===== src/rtl/gate_test_sequencer_if.sv =====
`default_nettype none
// ============================================================================
//  Module      : gate_test_sequencer_if
//  Description : Stimulus/response and result bundle between the gate test
//                sequencer (master) and the gates under test plus the
//                result observer (slave).
//  Revision    : 1.0 - initial release
// ============================================================================
interface gate_test_sequencer_if #(
  parameter int WIDTH   = 2,
  parameter int NUM_DUT = 4
);
  logic                 start;
  logic [NUM_DUT-1:0]   dut_rsp;
  logic [WIDTH-1:0]     stimulus;
  logic                 busy;
  logic                 done;
  logic                 pass;
  logic [NUM_DUT-1:0]   err_mask;
  logic [7:0]           err_count;

  // Sequencer side: drives stimulus and results, receives run request and responses
  modport master (
    input  start, dut_rsp,
    output stimulus, busy, done, pass, err_mask, err_count
  );

  // Environment side: requests runs, returns gate responses, observes results
  modport slave (
    output start, dut_rsp,
    input  stimulus, busy, done, pass, err_mask, err_count
  );
endinterface
`default_nettype wire


===== src/rtl/gate_test_sequencer.sv =====
`default_nettype none
// ============================================================================
//  Module      : gate_test_sequencer
//  Description : Clocked stimulus controller for the gate-under-test datapath.
//                Steps a shared stimulus bus through every combination, holds
//                each vector for a settle window, checks every DUT response
//                against an XOR or AND golden reduction, and accumulates a
//                sticky per-DUT failure mask and a saturating mismatch count.
//  Revision    : 1.0 - initial release
// ============================================================================
module gate_test_sequencer #(
  parameter int                 WIDTH    = 2,
  parameter int                 NUM_DUT  = 4,
  parameter int                 SETTLE   = 1,
  parameter logic [NUM_DUT-1:0] GOLD_SEL = NUM_DUT'(4'b1010)
) (
  input  logic                  clk_i,
  input  logic                  reset_i,
  gate_test_sequencer_if.master bus
);

  // Counter only has to hold SETTLE-1; keep at least one bit.
  localparam int                 CNT_W      = (SETTLE > 1) ? $clog2(SETTLE) : 1;
  localparam logic [CNT_W-1:0]   CNT_RELOAD = CNT_W'(SETTLE - 1);
  localparam logic [WIDTH-1:0]   STIM_LAST  = '1;

  localparam logic [1:0] ST_IDLE   = 2'd0;
  localparam logic [1:0] ST_SETTLE = 2'd1;
  localparam logic [1:0] ST_CHECK  = 2'd2;
  localparam logic [1:0] ST_DONE   = 2'd3;

  logic [1:0]         state_q,     state_d;
  logic [WIDTH-1:0]   stim_q,      stim_d;
  logic [CNT_W-1:0]   cnt_q,       cnt_d;
  logic               pass_q,      pass_d;
  logic [NUM_DUT-1:0] err_mask_q,  err_mask_d;
  logic [7:0]         err_count_q, err_count_d;

  logic               gold_xor;
  logic               gold_and;
  logic [NUM_DUT-1:0] expected;
  logic [NUM_DUT-1:0] mismatch;
  logic [15:0]        popcnt;
  logic [15:0]        count_sum;
  logic [7:0]         count_sat;

  assign gold_xor = ^stim_q;
  assign gold_and = &stim_q;

  // Each DUT is judged against the reduction selected by its GOLD_SEL bit.
  for (genvar i = 0; i < NUM_DUT; i++) begin : g_expected
    assign expected[i] = GOLD_SEL[i] ? gold_xor : gold_and;
  end

  assign mismatch = bus.dut_rsp ^ expected;

  // Count mismatching DUT bits in this vector and saturate the running total.
  always_comb begin
    popcnt = '0;
    for (int i = 0; i < NUM_DUT; i++) begin
      popcnt = popcnt + 16'(mismatch[i]);
    end
    count_sum = 16'(err_count_q) + popcnt;
    count_sat = (count_sum > 16'd255) ? 8'hFF : count_sum[7:0];
  end

  // Next-state logic for the run sequencer; responses only matter in CHECK.
  always_comb begin
    state_d     = state_q;
    stim_d      = stim_q;
    cnt_d       = cnt_q;
    pass_d      = pass_q;
    err_mask_d  = err_mask_q;
    err_count_d = err_count_q;
    case (state_q)
      ST_IDLE: begin
        if (bus.start) begin
          err_mask_d  = '0;
          err_count_d = '0;
          pass_d      = 1'b0;
          stim_d      = '0;
          cnt_d       = CNT_RELOAD;
          state_d     = ST_SETTLE;
        end
      end
      ST_SETTLE: begin
        if (cnt_q == '0) begin
          state_d = ST_CHECK;
        end else begin
          cnt_d = cnt_q - 1'b1;
        end
      end
      ST_CHECK: begin
        err_mask_d  = err_mask_q | mismatch;
        err_count_d = count_sat;
        if (stim_q == STIM_LAST) begin
          state_d = ST_DONE;
        end else begin
          stim_d  = stim_q + 1'b1;
          cnt_d   = CNT_RELOAD;
          state_d = ST_SETTLE;
        end
      end
      ST_DONE: begin
        // err_count already includes the final CHECK at this point.
        pass_d  = (err_count_q == 8'd0);
        state_d = ST_IDLE;
      end
      default: begin
        state_d = ST_IDLE;
      end
    endcase
  end

  // State registers with synchronous reset that aborts any run in progress.
  always_ff @(posedge clk_i) begin
    if (reset_i) begin
      state_q     <= ST_IDLE;
      stim_q      <= '0;
      cnt_q       <= '0;
      pass_q      <= 1'b0;
      err_mask_q  <= '0;
      err_count_q <= '0;
    end else begin
      state_q     <= state_d;
      stim_q      <= stim_d;
      cnt_q       <= cnt_d;
      pass_q      <= pass_d;
      err_mask_q  <= err_mask_d;
      err_count_q <= err_count_d;
    end
  end

  assign bus.stimulus  = stim_q;
  assign bus.busy      = (state_q == ST_SETTLE) || (state_q == ST_CHECK);
  assign bus.done      = (state_q == ST_DONE);
  assign bus.pass      = pass_q;
  assign bus.err_mask  = err_mask_q;
  assign bus.err_count = err_count_q;

endmodule
`default_nettype wire

===== src/flat_wrapper.sv =====
// flat-port wrapper written by rule: the top's interface ports become plain ports
module gate_test_sequencer_flat 
#(
  parameter int                 WIDTH    = 2,
  parameter int                 NUM_DUT  = 4,
  parameter int                 SETTLE   = 1,
  parameter logic [NUM_DUT-1:0] GOLD_SEL = NUM_DUT'(4'b1010)
)
  (clk_i, reset_i, bus_start, bus_dut_rsp, bus_stimulus, bus_busy, bus_done, bus_pass, bus_err_mask, bus_err_count);
  gate_test_sequencer_if #(.WIDTH(WIDTH), .NUM_DUT(NUM_DUT)) bus_i ();
  input  logic clk_i;
  input  logic reset_i;
  input wire logic [$bits(bus_i.start)-1:0] bus_start;
  input wire logic [$bits(bus_i.dut_rsp)-1:0] bus_dut_rsp;
  output wire logic [$bits(bus_i.stimulus)-1:0] bus_stimulus;
  output wire logic [$bits(bus_i.busy)-1:0] bus_busy;
  output wire logic [$bits(bus_i.done)-1:0] bus_done;
  output wire logic [$bits(bus_i.pass)-1:0] bus_pass;
  output wire logic [$bits(bus_i.err_mask)-1:0] bus_err_mask;
  output wire logic [$bits(bus_i.err_count)-1:0] bus_err_count;
  assign bus_i.start = bus_start;
  assign bus_i.dut_rsp = bus_dut_rsp;
  assign bus_stimulus = bus_i.stimulus;
  assign bus_busy = bus_i.busy;
  assign bus_done = bus_i.done;
  assign bus_pass = bus_i.pass;
  assign bus_err_mask = bus_i.err_mask;
  assign bus_err_count = bus_i.err_count;
  gate_test_sequencer #(.WIDTH(WIDTH), .NUM_DUT(NUM_DUT), .SETTLE(SETTLE), .GOLD_SEL(GOLD_SEL)) u_core (.clk_i(clk_i), .reset_i(reset_i), .bus(bus_i));
endmodule

===== config.mk =====
export PLATFORM = sky130hd
export DESIGN_NAME = gate_test_sequencer_flat
export DESIGN_NICKNAME = d
export VERILOG_FILES = /design/src/rtl/gate_test_sequencer_if.sv /design/src/rtl/gate_test_sequencer.sv /design/src/flat_wrapper.sv
export SDC_FILE = /design/constraint.sdc
export NUM_CORES = 1
export LEC_CHECK = 0
export BUFFER_PORTS_ARGS = -buffer_cell sky130_fd_sc_hd__buf_2
export CORE_MARGIN = 1.5
export CORE_UTILIZATION = 38
export CTS_BUF_LIST = sky130_fd_sc_hd__clkbuf_16
export DETAILED_ROUTE_END_ITERATION = 7
export PLACE_DENSITY = 0.71
export RECOVER_POWER = 25
export SLEW_MARGIN = 0
export SYNTH_ARGS = -nofsm -noshare
export SYNTH_HDL_FRONTEND = slang
export SYNTH_SLANG_ARGS = --single-unit

===== constraint.sdc =====
create_clock -name clk_i -period 4.11 [get_ports clk_i]
set_input_delay 0.411 -clock clk_i [delete_from_list [all_inputs] [get_ports clk_i]]
set_output_delay 0.411 -clock clk_i [all_outputs]
set_load 0.02 [all_outputs]

==> flow_summary.yaml <==
finish:
  fin_nets: 157
  layout_common_cells: "17 x dfxtp_1, 15 x buf_2, 13 x a21oi_1, 11 x nand2_1"
  final_common_cell: "dfxtp_1"
  antenna_cells: 0
  drive_gt1_share_pct: 16.7
  area_delta_synth_final_pct: 19.8
sta:
  relSlewSlack_pct: 57.8
  tightest_slew_ns: 0.628
  slew_viol_final: 0
  fin_crit_sh_pct: 77.0
  fin_worst_skew_ns: 0.00187
  rsz0062_at_grt: "false"
  hold_violations: 0
  finalSetupTns_ns: 0
  fin_hold_ws_ns: 0.475
  finalCriticalPeriod_ns: 3.16
  setup_viol: 0
  max_freq_mhz: 316
floorplanning:
  fp.dieArea_um2: 2980
  fp-row-count: 18
  core_um2: 2500
  start_util_pct: 40.4
  die_x_um: 54.5
  ios: 24
  die_h_um: 54.5
power_and_ir_drop:
  swShare_pct: 30.9
  ir_worst_vdd_mv: 0.286
  switchingPower_mw: 0.155
  cellPowerDensity_nw_per_um2: 416
  clockPowerShare_pct: 38.6
  power_leakage_nw: 0.505
  p_seq_share_pct: 36.5
  comb_power_share_pct: 24.9
  internal_power_mw: 0.348
job:
  maxCapViolCount: 0
route:
  dr.pass1.iters: 4
  detail-route-antenna-nets: 0
  drc_errors: 0
  vias_per_cell: 5.45
  wire_per_inst_um: 13.6
  vias: 916
  routed_wl_mm: 2.28
  drt_iter0_drc: 31
placed_design:
  hpwl_mm: 1.74
  io_buffer_count: 23
  gp_congestion: 0.841
worst_setup_path:
  path_max_fanout: 7
  r2r-end: "u_core.bus.err_count[7]$_SDFFE_PP0P_"
  required_ns: 4.24
  path_class: "reg -> reg"
  rr_worst_depth: 10
  end_kind: "flip-flop"
  startpoint: "u_core.bus.stimulus[0]$_SDFFE_PP0P_"
  worst_setup_path_start_kind: "flip-flop"
  cp_data_arrival_time_ns: 3.29
  r2r-start: "u_core.bus.stimulus[0]$_SDFFE_PP0P_"
  reg2reg_setup_slack_ns: 0.95
run_status:
  outcome: "completed"
clock_network:
  cts_sinks: 17
  cts_setup_buffers: 0
  path_clk_slew_ns: 0.05
  cts_buffers: 3
  cts_root_buf: "clkbuf_16"
  clk_path_buf_depth: 2
  h-tree-depth: 1
  clk_latency_ns: 0.24
  post_cts_resized: 0
  cts_tree: "built"
  hold_buffers: 0
min_path:
  hold_class: "reg -> reg"
  holdPathEnd: "u_core.bus.err_mask[2]$_SDFFE_PP0P_"
  whs_path_depth: 2
  hold_start: "u_core.bus.err_mask[2]$_SDFFE_PP0P_"
global_routing:
  overflow: 0
  grt_max_degree: 15
  grt_pass1_vias: 859
  antenna_found_initial: 0
  grt_pass1_wl_mm: 3.73
  track_usage_pct: 17.2
logic_synthesis:
  syn_area_per_cell_um2: 8.70
  syn_area_um2: 1010
  ys_seq_area_share_pct: 33.7
  synth_cell_type_count: 36
  syn_inst: 116
  synth_nets: 134
  yosysWarnings: 0
  ys_ff_latch: 17
-- metal layers --
metal  track usage [%]  wire, um  vias up
li1                  -         -      463
met1              21.0       987      427
met2              30.5      1180       24
met3              3.55       100        2
met4              4.17        12        0
met5                 0         0        -
-- worst max-delay path by stage --
stage,end
2_1_floorplan,u_core.bus.err_count[7]$_SDFFE_PP0P_
3_3_place_gp,u_core.bus.err_count[7]$_SDFFE_PP0P_
3_5_place_dp,u_core.bus.err_count[7]$_SDFFE_PP0P_
4_1_cts,u_core.bus.err_count[7]$_SDFFE_PP0P_
5_1_grt,u_core.bus.err_count[7]$_SDFFE_PP0P_
6_report,u_core.bus.err_count[7]$_SDFFE_PP0P_
-- cell families (layout without fill, tap and decap cells) --
family | after synthesis | after routing | synth area share, %
flip-flops | 17 | 17 | 33.7
AND/OR/NAND/NOR | 40 | 40 | 20.3
adder cells (fa/ha/maj) | 11 | 11 | 15.1
XOR/XNOR | 5 | 5 | 4.34
buffers and inverters | 8 | 30 | 3.35
multiplexers | 2 | 2 | 2.11
AO/OA/AOI/OAI | 33 | 33 | 21.1
-- registers in the layout (all words and copies together), names as in the netlist --
name / flops
u_core.bus.err_count: 8
u_core.bus.err_mask: 4
u_core.bus.stimulus: 2
u_core.state_q: 2
u_core.bus.pass: 1
-- layout make-up --
type	instances	area, um^2
multi-input cells	91	636
clock inverters	1	5.00
clock buffers	3	75.1
inverters	3	11.3
well taps	30	37.5
flip-flops and latches	17	340
repair buffers	23	105
fillers	241	1290
-- Yosys cell counts (all sizes together) --
| cell | count | area (um^2) |
|---|---|---|
| nand2b | 3 | 18.8 |
| dfxtp | 17 | 340 |
| nor4 | 2 | 18.8 |
| nor3 | 3 | 15.0 |
| a211o | 1 | 8.76 |
| nand4b | 1 | 8.76 |
| ha | 9 | 113 |
| inv | 3 | 11.3 |
| nand3b | 2 | 15.0 |
| or4 | 1 | 7.51 |
| a31oi | 2 | 12.5 |
| a211oi | 3 | 27.5 |
| nand2 | 11 | 41.3 |
| and2 | 2 | 12.5 |
| a21oi | 13 | 65.1 |
| buf | 3 | 15.0 |
| a21o | 1 | 7.51 |
| o21ai | 5 | 25.0 |
| o21ba | 1 | 10.0 |
| mux2i | 1 | 10.0 |
| clkbuf | 2 | 7.51 |
| o41ai | 1 | 8.76 |
| o32ai | 1 | 8.76 |
| or3 | 1 | 6.26 |
| nor2 | 9 | 33.8 |
| o2111ai | 1 | 8.76 |
| mux2 | 1 | 11.3 |
| xor2 | 5 | 43.8 |
| nand3 | 4 | 20.0 |
| and2b | 1 | 7.51 |
| a22oi | 4 | 30.0 |
| fa | 2 | 40.0 |
-- stage by stage --
step                      area, um^2  setup WS [ns]  utilization (%)  power, mW  cells
after floorplan                 1010          0.942                -      0.281    116
after global placement          1140           1.04             45.6      0.309    164
after detailed placement        1140          0.954             45.6      0.313    164
after CTS                       1220          0.950             48.8      0.511    168
after global routing            1210          0.679             48.4      0.530    168
final                           1210          0.945             48.4      0.504    168
-- critical path, stage by stage, from the launching register on --
cell      delay (ns)
dfxtp_1         0.38
ha_1            0.31
xor2_1          0.24
ha_1            0.28
fa_1            0.46
ha_1            0.24
fa_1            0.41
a21oi_1         0.29
nor2_1          0.10
nor4_1          0.29
a211oi_2        0.05
-- power by group through the flow --
stage / Sequential [mW] / Combinational [mW] / Clock (mW)
after floorplan: 0.195 / 0.0859 / 0
after global placement: 0.186 / 0.123 / 0
after detailed placement: 0.187 / 0.127 / 0
after CTS: 0.183 / 0.129 / 0.199
after global routing: 0.185 / 0.141 / 0.204
final: 0.184 / 0.126 / 0.195
Note: power is estimated with default switching activity, not from simulation.
